[config.mk]
export PLATFORM = sky130hd
export DESIGN_NAME = fpu_div16_flat
export DESIGN_NICKNAME = d
export VERILOG_FILES = /design/src/rtl/fpu_div16_if.sv /design/src/rtl/fpu_div16.sv /design/src/flat_wrapper.sv
export SDC_FILE = /design/constraint.sdc
export NUM_CORES = 1
export LEC_CHECK = 0
export ABC_AREA = 1
export BUFFER_PORTS_ARGS = -buffer_cell sky130_fd_sc_hd__buf_2
export CAP_MARGIN = 20
export CORE_MARGIN = 5
export CORE_UTILIZATION = 62
export CTS_CLUSTER_DIAMETER = 200
export CTS_CLUSTER_SIZE = 25
export DETAILED_ROUTE_END_ITERATION = 7
export PLACE_DENSITY = 0.82
export SYNTH_ARGS = -nofsm -noshare
export SYNTH_HDL_FRONTEND = slang
export SYNTH_SLANG_ARGS = --single-unit
[constraint.sdc]
create_clock -name clock -period 5.2 [get_ports clock]
set_input_delay 1.04 -clock clock [delete_from_list [all_inputs] [get_ports clock]]
set_output_delay 1.04 -clock clock [all_outputs]
set_load 0.05 [all_outputs]
[src/rtl/fpu_div16_if.sv]
// fpu_div16_if: operand/result bundle for the FP16 divide unit.
//   master drives: start, fpuIn1 (dividend), fpuIn2 (divisor)
//   slave drives : fpuOut (quotient), done, condCodes {Z,C,N,V},
//                  statusFlags {invalid, divByZero, overflow, underflow, inexact}
// clock and reset stay outside the bundle as plain module ports.
interface fpu_div16_if;
  logic        start;
  logic [15:0] fpuIn1;
  logic [15:0] fpuIn2;
  logic [15:0] fpuOut;
  logic        done;
  logic [3:0]  condCodes;
  logic [4:0]  statusFlags;

  modport master (
    output start, fpuIn1, fpuIn2,
    input  fpuOut, done, condCodes, statusFlags
  );

  modport slave (
    input  start, fpuIn1, fpuIn2,
    output fpuOut, done, condCodes, statusFlags
  );
endinterface

[src/rtl/fpu_div16.sv]
// fpu_div16: sequential IEEE-754 binary16 divider, fpuOut = fpuIn1 / fpuIn2.
// Radix-2 restoring significand division, one quotient bit per cycle,
// round to nearest / ties to even. Shares the start/done handshake and the
// condition-code / status-flag layout with the FP16 multiply unit.
// Ports:
//   clock - system clock, rising edge
//   reset - synchronous, active-high; clears all state and outputs
//   bus   - fpu_div16_if slave: start, fpuIn1, fpuIn2 in;
//           fpuOut, done, condCodes, statusFlags out (non-zero only in DONE)
module fpu_div16 (
  input  logic       clock,
  input  logic       reset,
  fpu_div16_if.slave bus
);

  // 1 integer + 10 fraction + guard + round + 1 spare bit. The rounding
  // bit positions below are written for exactly this width.
  localparam int QBITS = 14;

  typedef enum logic [2:0] {IDLE, PREP, DIVIDE, ROUND, DONE} state_t;

  state_t state_reg, state_next;

  logic [15:0]       a_reg, b_reg;
  logic              sign_reg;
  logic signed [7:0] exp_reg;
  logic [11:0]       rem_reg;
  logic [11:0]       div_reg;
  logic [13:0]       q_reg;
  logic [3:0]        cnt_reg;
  logic [15:0]       out_reg;
  logic              done_reg;
  logic [3:0]        cc_reg;
  logic [4:0]        flags_reg;

  function automatic logic [3:0] lzc11(input logic [10:0] v);
    logic [3:0] n;
    logic       found;
    n     = 4'd11;
    found = 1'b0;
    for (int i = 10; i >= 0; i--) begin
      if (!found && v[i]) begin
        n     = 4'(10 - i);
        found = 1'b1;
      end
    end
    return n;
  endfunction

  function automatic logic [3:0] cc_of(input logic [15:0] res, input logic ovf);
    return {~|res[14:0], 1'b0, res[15], ovf};
  endfunction

  // ---------------- operand decode (used in PREP) ----------------
  logic [4:0]        exp_a, exp_b;
  logic              nan_a, nan_b, inf_a, inf_b, zero_a, zero_b;
  logic [10:0]       raw_a, raw_b, sig_a, sig_b;
  logic [3:0]        lz_a, lz_b;
  logic signed [7:0] eff_a, eff_b, exp_q;
  logic              sign_q;

  always_comb begin
    exp_a  = a_reg[14:10];
    exp_b  = b_reg[14:10];
    nan_a  = (&exp_a) & (|a_reg[9:0]);
    nan_b  = (&exp_b) & (|b_reg[9:0]);
    inf_a  = (&exp_a) & ~(|a_reg[9:0]);
    inf_b  = (&exp_b) & ~(|b_reg[9:0]);
    zero_a = ~(|exp_a) & ~(|a_reg[9:0]);
    zero_b = ~(|exp_b) & ~(|b_reg[9:0]);
    raw_a  = {|exp_a, a_reg[9:0]};
    raw_b  = {|exp_b, b_reg[9:0]};
    // Normals have lz = 0; subnormals get shifted up to a leading 1 and
    // their effective exponent becomes 1 - shift.
    lz_a   = lzc11(raw_a);
    lz_b   = lzc11(raw_b);
    sig_a  = raw_a << lz_a;
    sig_b  = raw_b << lz_b;
    eff_a  = $signed({3'b0, (|exp_a) ? exp_a : 5'd1}) - $signed({4'b0, lz_a});
    eff_b  = $signed({3'b0, (|exp_b) ? exp_b : 5'd1}) - $signed({4'b0, lz_b});
    exp_q  = eff_a - eff_b + 8'sd15;
    sign_q = a_reg[15] ^ b_reg[15];
  end

  // ---------------- special-case results, in priority order ----------------
  logic        spec_hit;
  logic [15:0] spec_res;
  logic [4:0]  spec_flags;

  always_comb begin
    spec_hit   = 1'b1;
    spec_res   = 16'h0000;
    spec_flags = 5'b00000;
    if (nan_a | nan_b) begin
      spec_res   = 16'h7E00;
      spec_flags = 5'b10000;
    end else if ((zero_a & zero_b) | (inf_a & inf_b)) begin
      spec_res   = 16'h7E00;
      spec_flags = 5'b10000;
    end else if (zero_b & ~inf_a) begin
      spec_res   = {sign_q, 15'h7C00};
      spec_flags = 5'b01000;
    end else if (inf_a) begin
      spec_res   = {sign_q, 15'h7C00};
    end else if (inf_b | zero_a) begin
      spec_res   = {sign_q, 15'h0000};
    end else begin
      spec_hit   = 1'b0;
    end
  end

  // ---------------- one restoring step (used in DIVIDE) ----------------
  // The divisor is held doubled so that the first "double then compare"
  // step yields the integer quotient bit (weight 1). The remainder then
  // always stays below div_reg and fits in 12 bits.
  logic [12:0] rem_dbl;
  logic        q_bit;
  logic [11:0] rem_new;

  always_comb begin
    rem_dbl = {rem_reg, 1'b0};
    q_bit   = (rem_dbl >= {1'b0, div_reg});
    rem_new = q_bit ? 12'(rem_dbl - {1'b0, div_reg}) : rem_dbl[11:0];
  end

  // ---------------- normalise / round (used in ROUND) ----------------
  logic [13:0]       qn;
  logic signed [7:0] en, e_r, sh;
  logic              st0, g, rd, inc;
  logic [10:0]       mant;
  logic [11:0]       mant_r;
  logic [9:0]        mant_f;
  logic [3:0]        sh_c;
  logic [25:0]       wide;
  logic [12:0]       vs;
  logic              stk, g2, r2, inc2, inx2;
  logic [10:0]       frac, frac_r;
  logic [15:0]       rnd_res;
  logic [4:0]        rnd_flags;

  always_comb begin
    qn  = q_reg[13] ? q_reg : {q_reg[12:0], 1'b0};
    en  = q_reg[13] ? exp_reg : exp_reg - 8'sd1;
    // Bit 0 sits below the round bit when no shift happened, so it joins
    // the sticky together with the leftover remainder.
    st0 = qn[0] | (|rem_reg);

    mant   = qn[13:3];
    g      = qn[2];
    rd     = qn[1];
    inc    = g & (rd | st0 | mant[0]);
    mant_r = {1'b0, mant} + 12'(inc);
    e_r    = en + $signed({7'b0, mant_r[11]});
    mant_f = mant_r[11] ? mant_r[10:1] : mant_r[9:0];

    // Subnormal result: shift right by 1-e; beyond 13 places every bit of
    // the value lands in the sticky, so the shift is clamped there.
    sh     = 8'sd1 - en;
    sh_c   = (sh > 8'sd14) ? 4'd14 : sh[3:0];
    wide   = {qn[13:1], 13'b0} >> sh_c;
    vs     = wide[25:13];
    stk    = st0 | (|wide[12:0]);
    frac   = vs[12:2];
    g2     = vs[1];
    r2     = vs[0];
    inc2   = g2 & (r2 | stk | frac[0]);
    // A carry to 1024 lands in the exponent LSB: smallest normal.
    frac_r = frac + 11'(inc2);
    inx2   = g2 | r2 | stk;

    if (en >= 8'sd1) begin
      if (e_r >= 8'sd31) begin
        rnd_res   = {sign_reg, 15'h7C00};
        rnd_flags = 5'b00101;
      end else begin
        rnd_res   = {sign_reg, e_r[4:0], mant_f};
        rnd_flags = {4'b0, g | rd | st0};
      end
    end else begin
      rnd_res   = {sign_reg, 4'b0, frac_r};
      rnd_flags = {3'b0, inx2, inx2};
    end
  end

  // ---------------- FSM ----------------
  always_ff @(posedge clock) begin
    if (reset) state_reg <= IDLE;
    else       state_reg <= state_next;
  end

  always_comb begin
    state_next = state_reg;
    case (state_reg)
      IDLE:    if (bus.start) state_next = PREP;
      PREP:    state_next = spec_hit ? DONE : DIVIDE;
      DIVIDE:  if (cnt_reg == 4'd0) state_next = ROUND;
      ROUND:   state_next = DONE;
      DONE:    if (bus.start) state_next = PREP;
      default: state_next = IDLE;
    endcase
  end

  // ---------------- datapath ----------------
  always_ff @(posedge clock) begin
    if (reset) begin
      a_reg     <= '0;
      b_reg     <= '0;
      sign_reg  <= 1'b0;
      exp_reg   <= '0;
      rem_reg   <= '0;
      div_reg   <= '0;
      q_reg     <= '0;
      cnt_reg   <= '0;
      out_reg   <= '0;
      done_reg  <= 1'b0;
      cc_reg    <= '0;
      flags_reg <= '0;
    end else begin
      case (state_reg)
        IDLE: begin
          if (bus.start) begin
            a_reg <= bus.fpuIn1;
            b_reg <= bus.fpuIn2;
          end
        end
        PREP: begin
          sign_reg <= sign_q;
          exp_reg  <= exp_q;
          rem_reg  <= {1'b0, sig_a};
          div_reg  <= {sig_b, 1'b0};
          q_reg    <= '0;
          cnt_reg  <= 4'(QBITS - 1);
          if (spec_hit) begin
            out_reg   <= spec_res;
            flags_reg <= spec_flags;
            cc_reg    <= cc_of(spec_res, spec_flags[2]);
            done_reg  <= 1'b1;
          end
        end
        DIVIDE: begin
          rem_reg <= rem_new;
          q_reg   <= {q_reg[12:0], q_bit};
          cnt_reg <= cnt_reg - 4'd1;
        end
        ROUND: begin
          out_reg   <= rnd_res;
          flags_reg <= rnd_flags;
          cc_reg    <= cc_of(rnd_res, rnd_flags[2]);
          done_reg  <= 1'b1;
        end
        DONE: begin
          if (bus.start) begin
            a_reg     <= bus.fpuIn1;
            b_reg     <= bus.fpuIn2;
            out_reg   <= '0;
            flags_reg <= '0;
            cc_reg    <= '0;
            done_reg  <= 1'b0;
          end
        end
        default: ;
      endcase
    end
  end

  assign bus.fpuOut      = out_reg;
  assign bus.done        = done_reg;
  assign bus.condCodes   = cc_reg;
  assign bus.statusFlags = flags_reg;

endmodule

[src/flat_wrapper.sv]
// flat-port wrapper written by rule: the top's interface ports become plain ports
module fpu_div16_flat 
  (clock, reset, bus_start, bus_fpuIn1, bus_fpuIn2, bus_fpuOut, bus_done, bus_condCodes, bus_statusFlags);
  fpu_div16_if bus_i ();
  input  logic clock;
  input  logic reset;
  input wire logic [$bits(bus_i.start)-1:0] bus_start;
  input wire logic [$bits(bus_i.fpuIn1)-1:0] bus_fpuIn1;
  input wire logic [$bits(bus_i.fpuIn2)-1:0] bus_fpuIn2;
  output wire logic [$bits(bus_i.fpuOut)-1:0] bus_fpuOut;
  output wire logic [$bits(bus_i.done)-1:0] bus_done;
  output wire logic [$bits(bus_i.condCodes)-1:0] bus_condCodes;
  output wire logic [$bits(bus_i.statusFlags)-1:0] bus_statusFlags;
  assign bus_i.start = bus_start;
  assign bus_i.fpuIn1 = bus_fpuIn1;
  assign bus_i.fpuIn2 = bus_fpuIn2;
  assign bus_fpuOut = bus_i.fpuOut;
  assign bus_done = bus_i.done;
  assign bus_condCodes = bus_i.condCodes;
  assign bus_statusFlags = bus_i.statusFlags;
  fpu_div16 u_core (.clock(clock), .reset(reset), .bus(bus_i));
endmodule
# Word level (Yosys, flattened, before mapping)
# Index checks and enable logic that the tools add are counted.
classes:
  n_reduce_logical: 60
  shifts: 3
  order_cmp: 4
  mux: 85
  bitwise: 30
  addsub: 11
  eq_ne: 8
op_table:
  columns: ["operator", "n"]
  rows:
  - ["$mux W16", 7]
  - ["$mux W4", 26]
  - ["$pmux W16 S3", 1]
  - ["$mux W15", 2]
  - ["$mux W5", 6]
  - ["$reduce_or A15 Y1", 2]
  - ["$pmux W14 S2", 1]
  - ["$mux W1", 27]
  - ["$shr A26 B4 Y26", 1]
  - ["$pmux W12 S2", 1]
  - ["$logic_not A1 Y1", 22]
  - ["$shl A11 B4 Y11", 2]
  - ["$logic_and A1 B1 Y1", 20]
  - ["$reduce_or A10 Y1", 2]
  - ["$mux W3", 5]
  - ["$pmux W5 S3", 1]
  - ["$mux W14", 1]
  - ["$ge A13 B12 Y1", 1]
  - ["$or A1 B1 Y1", 13]
  - ["$reduce_or A13 Y1", 1]
  - ["$add A11 B1 Y12", 1]
  - ["$mux W12", 1]
  - ["$pmux W3 S4", 1]
  - ["$pmux W4 S3", 1]
  - ["other kinds (34)", 55]
word_totals:
  reg_bits: 111

# Depth between registers and ports, before layout
logic_depth:
  depth_word: 35
  depth_mapped: 37
  mapped_depth_nobuf: 36

# Least setup slack after synthesis
# Ideal clock, no wire load.
synth_timing:
  kind: "register -> register"
  from: "register u_core.b_reg[14]"
  to: "register u_core.exp_reg[7]"
  n_path_buf: 1
  path_stages_with_launch: 24
  setup_slack_ns: 0.774
  t_arrival_ns: 4.356
  period_less_slack_ns: 4.426
  setup_ns: 0.070
  required_ns: 5.130
  cell_sequence: "dfxtp_1 inv_1 nand4_1 nor4_1 nand2_1 nand4_1 a31oi_1 nor2_1 buf_2 inv_1 ha_1 inv_1 fa_1 inv_1 ha_1 ha_1 fa_1 a21oi_1 nor2_1 nor2_1 o21ai_0 o21ai_0 o211ai_1 a21oi_1"
synth_between:
  elab_chain_cells: 35
  word_cells_on_any_way: 46
  cone_classes: "add/sub: 3; mux: 22; reduce/logical: 21"
synth_rtl:
  columns: ["item", "line", "rtl"]
  rows:
  - ["start, declared", "fpu_div16.sv:24", "logic [15:0] a_reg, b_reg;"]
  - ["start signal, assigned", "fpu_div16.sv:223", "b_reg <= bus.fpuIn2;"]
  - ["start signal, assigned", "fpu_div16.sv:254", "b_reg <= bus.fpuIn2;"]
  - ["$reduce_or A5 Y1", "fpu_div16.sv:72, fpu_div16.sv:80", null]
  - ["$mux W1", "fpu_div16.sv:42", "if (!found && v[i]) begin"]
  - ["$logic_not A1 Y1", "fpu_div16.sv:42", null]
  - ["$logic_and A1 B1 Y1", "fpu_div16.sv:42", null]
  - ["$mux W1", "fpu_div16.sv:42", null]
  - ["$logic_not A1 Y1", "fpu_div16.sv:42", null]
  - ["$logic_and A1 B1 Y1", "fpu_div16.sv:42", null]
  - ["$mux W1", "fpu_div16.sv:42", null]
  - ["[... 19 more ...]", null, null]
  - ["$logic_and A1 B1 Y1", "fpu_div16.sv:42", null]
  - ["$mux W1", "fpu_div16.sv:42", null]
  - ["$logic_not A1 Y1", "fpu_div16.sv:42", null]
  - ["$logic_and A1 B1 Y1", "fpu_div16.sv:42", null]
  - ["$mux W4", "fpu_div16.sv:42", null]
  - ["$sub A5 B4 Y6 *", "fpu_div16.sv:80", "eff_b = $signed({3'b0, (|exp_b) ? exp_b : 5'd1}) - $signed({4'b0, lz_b});"]
  - ["$sub A8 B8 Y8 *", "fpu_div16.sv:81", "exp_q = eff_a - eff_b + 8'sd15;"]
  - ["$add A8 B5 Y8 *", "fpu_div16.sv:81", null]
  - ["end signal, assigned", "fpu_div16.sv:228", "exp_reg <= exp_q;"]
  - ["end, declared", "fpu_div16.sv:26", "logic signed [7:0] exp_reg;"]
# Mark *: on every way between the ends. The rest lies on a longest branch, timed or not.
# A chain may end at the register's enable or synchronous reset.

# Worst setup path after layout
layout_timing:
  from: "register u_core.b_reg[11]"
  to: "register u_core.exp_reg[6]"
# The elaborated chain is that of the path after synthesis.

==> PnR_summary.wiki <==
{| class="wikitable"
! Metric !! Value
|-
| Post-CTS repair timing setup buffer count || 0
|-
| Net Count, Synth || 1,385
|-
| Setup repair after global routing missed its margin || false
|-
| Clock skew after layout || 13.9 ps
|-
| Max-Cap Viols || 0
|-
| Worst setup path startpoint || u_core.b_reg[11]
|-
| Required arrival time at the worst endpoint || 5450 ps
|-
| Layout fillers || 1,227
|-
| Most frequently used flop master after synthesis || dfxtp_1
|-
| Total overflow reported by the global router || 0
|-
| Total via count after detailed routing || 8,787
|-
| Count of nets left with antenna violations after detail routing || 0
|-
| Number of antenna violations at the first check in global routing || 0
|-
| Via count of the first global-routing pass || 7,985
|-
| Crit-path max FO || 6
|-
| Dpl cell area || 0.00869 mm2
|-
| Transition time of the tightest slew-check pin || 836 ps
|-
| Largest net degree at the start of global routing || 56
|-
| Number of buffers inserted by hold repair at cts || 0
|-
| P&R area growth vs syn || 8.44%
|-
| H-tree lvl count || 3
|-
| CP max-delay cell || nor4_1
|-
| Setup TNS Final || 0 ps
|-
| Number of cells on the worst reg-to-reg path || 23
|-
| Global-route wire length before repair || 37,900 um
|-
| Cell count after synthesis || 1,306
|-
| Number of slew-limit violations in the final report || 0
|-
| Classification of the worst setup path || reg2reg
|-
| Routed WL || 22,800 um
|-
| Outcome || finished, violations left
|-
| Critical path launch point type || flip-flop
|-
| Avg WL per Cell || 15.0 um
|-
| Placed wire-length estimate after detailed placement || 17,200 um
|-
| Cell class contributing the biggest share of worst-path delay || simple AND/OR/NAND/NOR gates
|-
| Core box area || 0.0132 mm2
|-
| Starting density of the core || 62.9%
|-
| Path category of the worst min-delay check || reg2reg
|-
| Setup slack on the worst flop-to-flop path || 580 ps
|-
| Non-Filler Cell Area, Final || 0.00900 mm2
|-
| Total Die Area || 0.0158 mm2
|-
| Final worst path period share || 88.8%
|-
| Share of flip-flops with an asynchronous set or reset || 0%
|-
| Netlist area before placement || 0.00830 mm2
|-
| Overall die width || 126 um
|-
| Count of flip-flops with a built-in enable after synthesis || 0
|-
| Buffers on Ports || 59
|-
| TritonCTS Sinks || 108
|-
| Inserted Clock Buffers || 9
|-
| Nets@finish || 1,418
|-
| First DRT Iteration DRCs || 922
|-
| Count of state elements after synthesis || 108
|-
| Stages on the worst setup path || 23
|-
| Area of all sequential standard cells || 0.00216 mm2
|-
| Post-CTS resize count || 0
|-
| TritonCTS clock tree || done
|-
| Average footprint of a synthesized cell || 6.35 um2
|-
| First-pass detailed-route iteration total || 8
|-
| Share of post-route cells with drive strength above 1 || 12.0%
|-
| Std cell rows || 42
|-
| Fmax || 0.217 GHz
|-
| Clock transition at path regs || 80 ps
|-
| Largest stage delay on the critical path || 810 ps
|-
| Source-to-sink clock delay at the later pin of the worst-skew pair || 360 ps
|-
| Number of buffer and inverter instances along the worst setup path || 3
|-
| Sequential fraction of the synthesis area || 26.1%
|-
| Final hold vios || 0
|-
| Diodes inserted || 0
|-
| Residual DRC count || 1
|-
| Number of unique standard cell types used by synthesis || 56
|-
| Syn. warnings || 0
|-
| Critical R2R Capture || u_core.exp_reg[6]
|-
| Root buffer cell || clkbuf_16
|-
| Global-route usage over all layers || 28.5%
|-
| Routability congestion estimate from global placement || 1.03
|-
| Post-placement cell count || 1,503
|-
| CP arrival || 4870 ps
|-
| Critical path capture point || u_core.exp_reg[6]
|-
| Area used by multi-input combinational logic || 0.00531 mm2
|-
| CP Cell Sequence || nor2_1 -> nand4_1 -> nor4_1 -> nand2_1 -> nor2_1 -> inv_1 -> nand4_1 -> ha_1 -> nand2_1 -> nor2_1 -> a211oi_1 -> xor2_1 -> ha_1 -> ha_1 -> a21oi_1 -> inv_1 -> a31oi_1 -> nor2_1 -> o21ai_0 -> nand2_1 -> xor2_1 -> o21ai_0 -> inv_1
|-
| Failing checks || design-rule violations
|-
| Most frequent cell on the critical path || nor2_1
|-
| Vert. Die Dim || 126 um
|-
| Worst slew margin relative to its limit || 43.8%
|-
| Post-Layout Cell Count || 1,519
|-
| Average via count per standard cell || 5.78
|-
| Time the worst path needs with I/O delays and setup || 4620 ps
|-
| Endpoint type of the worst setup path || flip-flop
|-
| Worst R2R Start || u_core.b_reg[11]
|-
| Count of final setup violators || 0
|-
| Minimum hold slack || 471 ps
|-
| I/O pin cnt || 61
|-
| Clock Path Buffers || 2
|}
worst min path at each step:
stage	startpoint	endpoint	slack [ps]	depth (start not counted)
6_report	u_core.bus.fpuOut[6]	u_core.bus.fpuOut[6]	470	2
5_1_grt	u_core.div_reg[11]	u_core.div_reg[11]	490	2
4_1_cts	u_core.bus.fpuOut[7]	u_core.bus.fpuOut[7]	470	2
3_5_place_dp	u_core.bus.fpuOut[7]	u_core.bus.fpuOut[7]	460	2
3_3_place_gp	u_core.bus.fpuOut[0]	u_core.bus.fpuOut[0]	450	2
2_1_floorplan	u_core.div_reg[11]	u_core.div_reg[11]	450	2
logic make-up (layout without fill, tap and decap cells):
logic type / after synthesis / in the layout / synth area share [%]
and+or+nand+nor: 624 / 624 / 33.8
buffers and inverters: 210 / 247 / 10.2
DFF: 108 / 108 / 26.1
AOI/OAI and AO/OA: 285 / 285 / 19.1
muxes: 2 / 2 / 0.241
adders and majority gates: 44 / 44 / 7.00
xor gates and xnor gates: 32 / 32 / 3.60
other: 1 / 1 / 0.0452
cell usage after synthesis (17+ instances only):
library cell | number | area share, %
xor2_1 | 25 | 2.6
nand4_1 | 25 | 1.9
nand3_1 | 98 | 5.9
dfxtp_1 | 108 | 26
clkbuf_1 | 42 | 1.9
o211ai_1 | 17 | 1.5
inv_1 | 138 | 6.2
ha_1 | 40 | 6.0
a21oi_1 | 108 | 6.5
nand2_1 | 302 | 14
o21ai_0 | 117 | 7.1
nor2_1 | 127 | 5.7
placed cells by master, fill, tap and decap left out, types with 40 or more instances in the layout:
| cell type | n |
|---|---|
| nand2_1 | 301 |
| nand3_1 | 98 |
| buf_2 | 59 |
| dfxtp_1 | 108 |
| o21ai_0 | 117 |
| a21oi_1 | 108 |
| nor2_1 | 127 |
| ha_1 | 40 |
| inv_1 | 138 |
worst register-to-register path, cell delays in order (launching register included):
cell and delay, ps:
dfxtp_1 370, nor2_1 140, nand4_1 270, nor4_1 810, nand2_1 100, nor2_1 160
inv_1 60, nand4_1 100, ha_1 250, nand2_1 60, nor2_1 40, a211oi_1 340
xor2_1 190, ha_1 250, ha_1 350, a21oi_1 160, inv_1 50, a31oi_1 220
nor2_1 60, o21ai_0 150, nand2_1 80, xor2_1 140, o21ai_0 140, inv_1 50
per-stage QoR:
| stage | utilization [%] | setup slack [ps] |
|---|---|---|
| 3_5_place_dp | 65.9 | 578 |
| 3_3_place_gp | 65.9 | 668 |
| 5_1_grt | 68.2 | 27.1 |
| 2_1_floorplan | - | 774 |
| 4_1_cts | 68.0 | 519 |
| 6_report | 68.2 | 581 |
layout make-up:
cell class	instances	area share (%)
clock inverters	5	0.487
inverters	153	6.44
well taps	176	2.45
multi-input cells	988	59.0
flip-flops and latches	108	24.0
repair buffers	79	4.95
clock buffers	10	2.66
per-layer routing:
metal  global-route usage [%]  wire length [um]  up-vias
met3                     6.18              1620       45
met1                     36.9              9970     4017
met5                        0                 0        -
met4                     6.95               516        0
li1                         -                 -     4399
met2                     48.7             10700      326
Power is left out: the tool's default activity adds up to more than one toggle a clock period on the data nets, which glitch-free logic cannot reach.
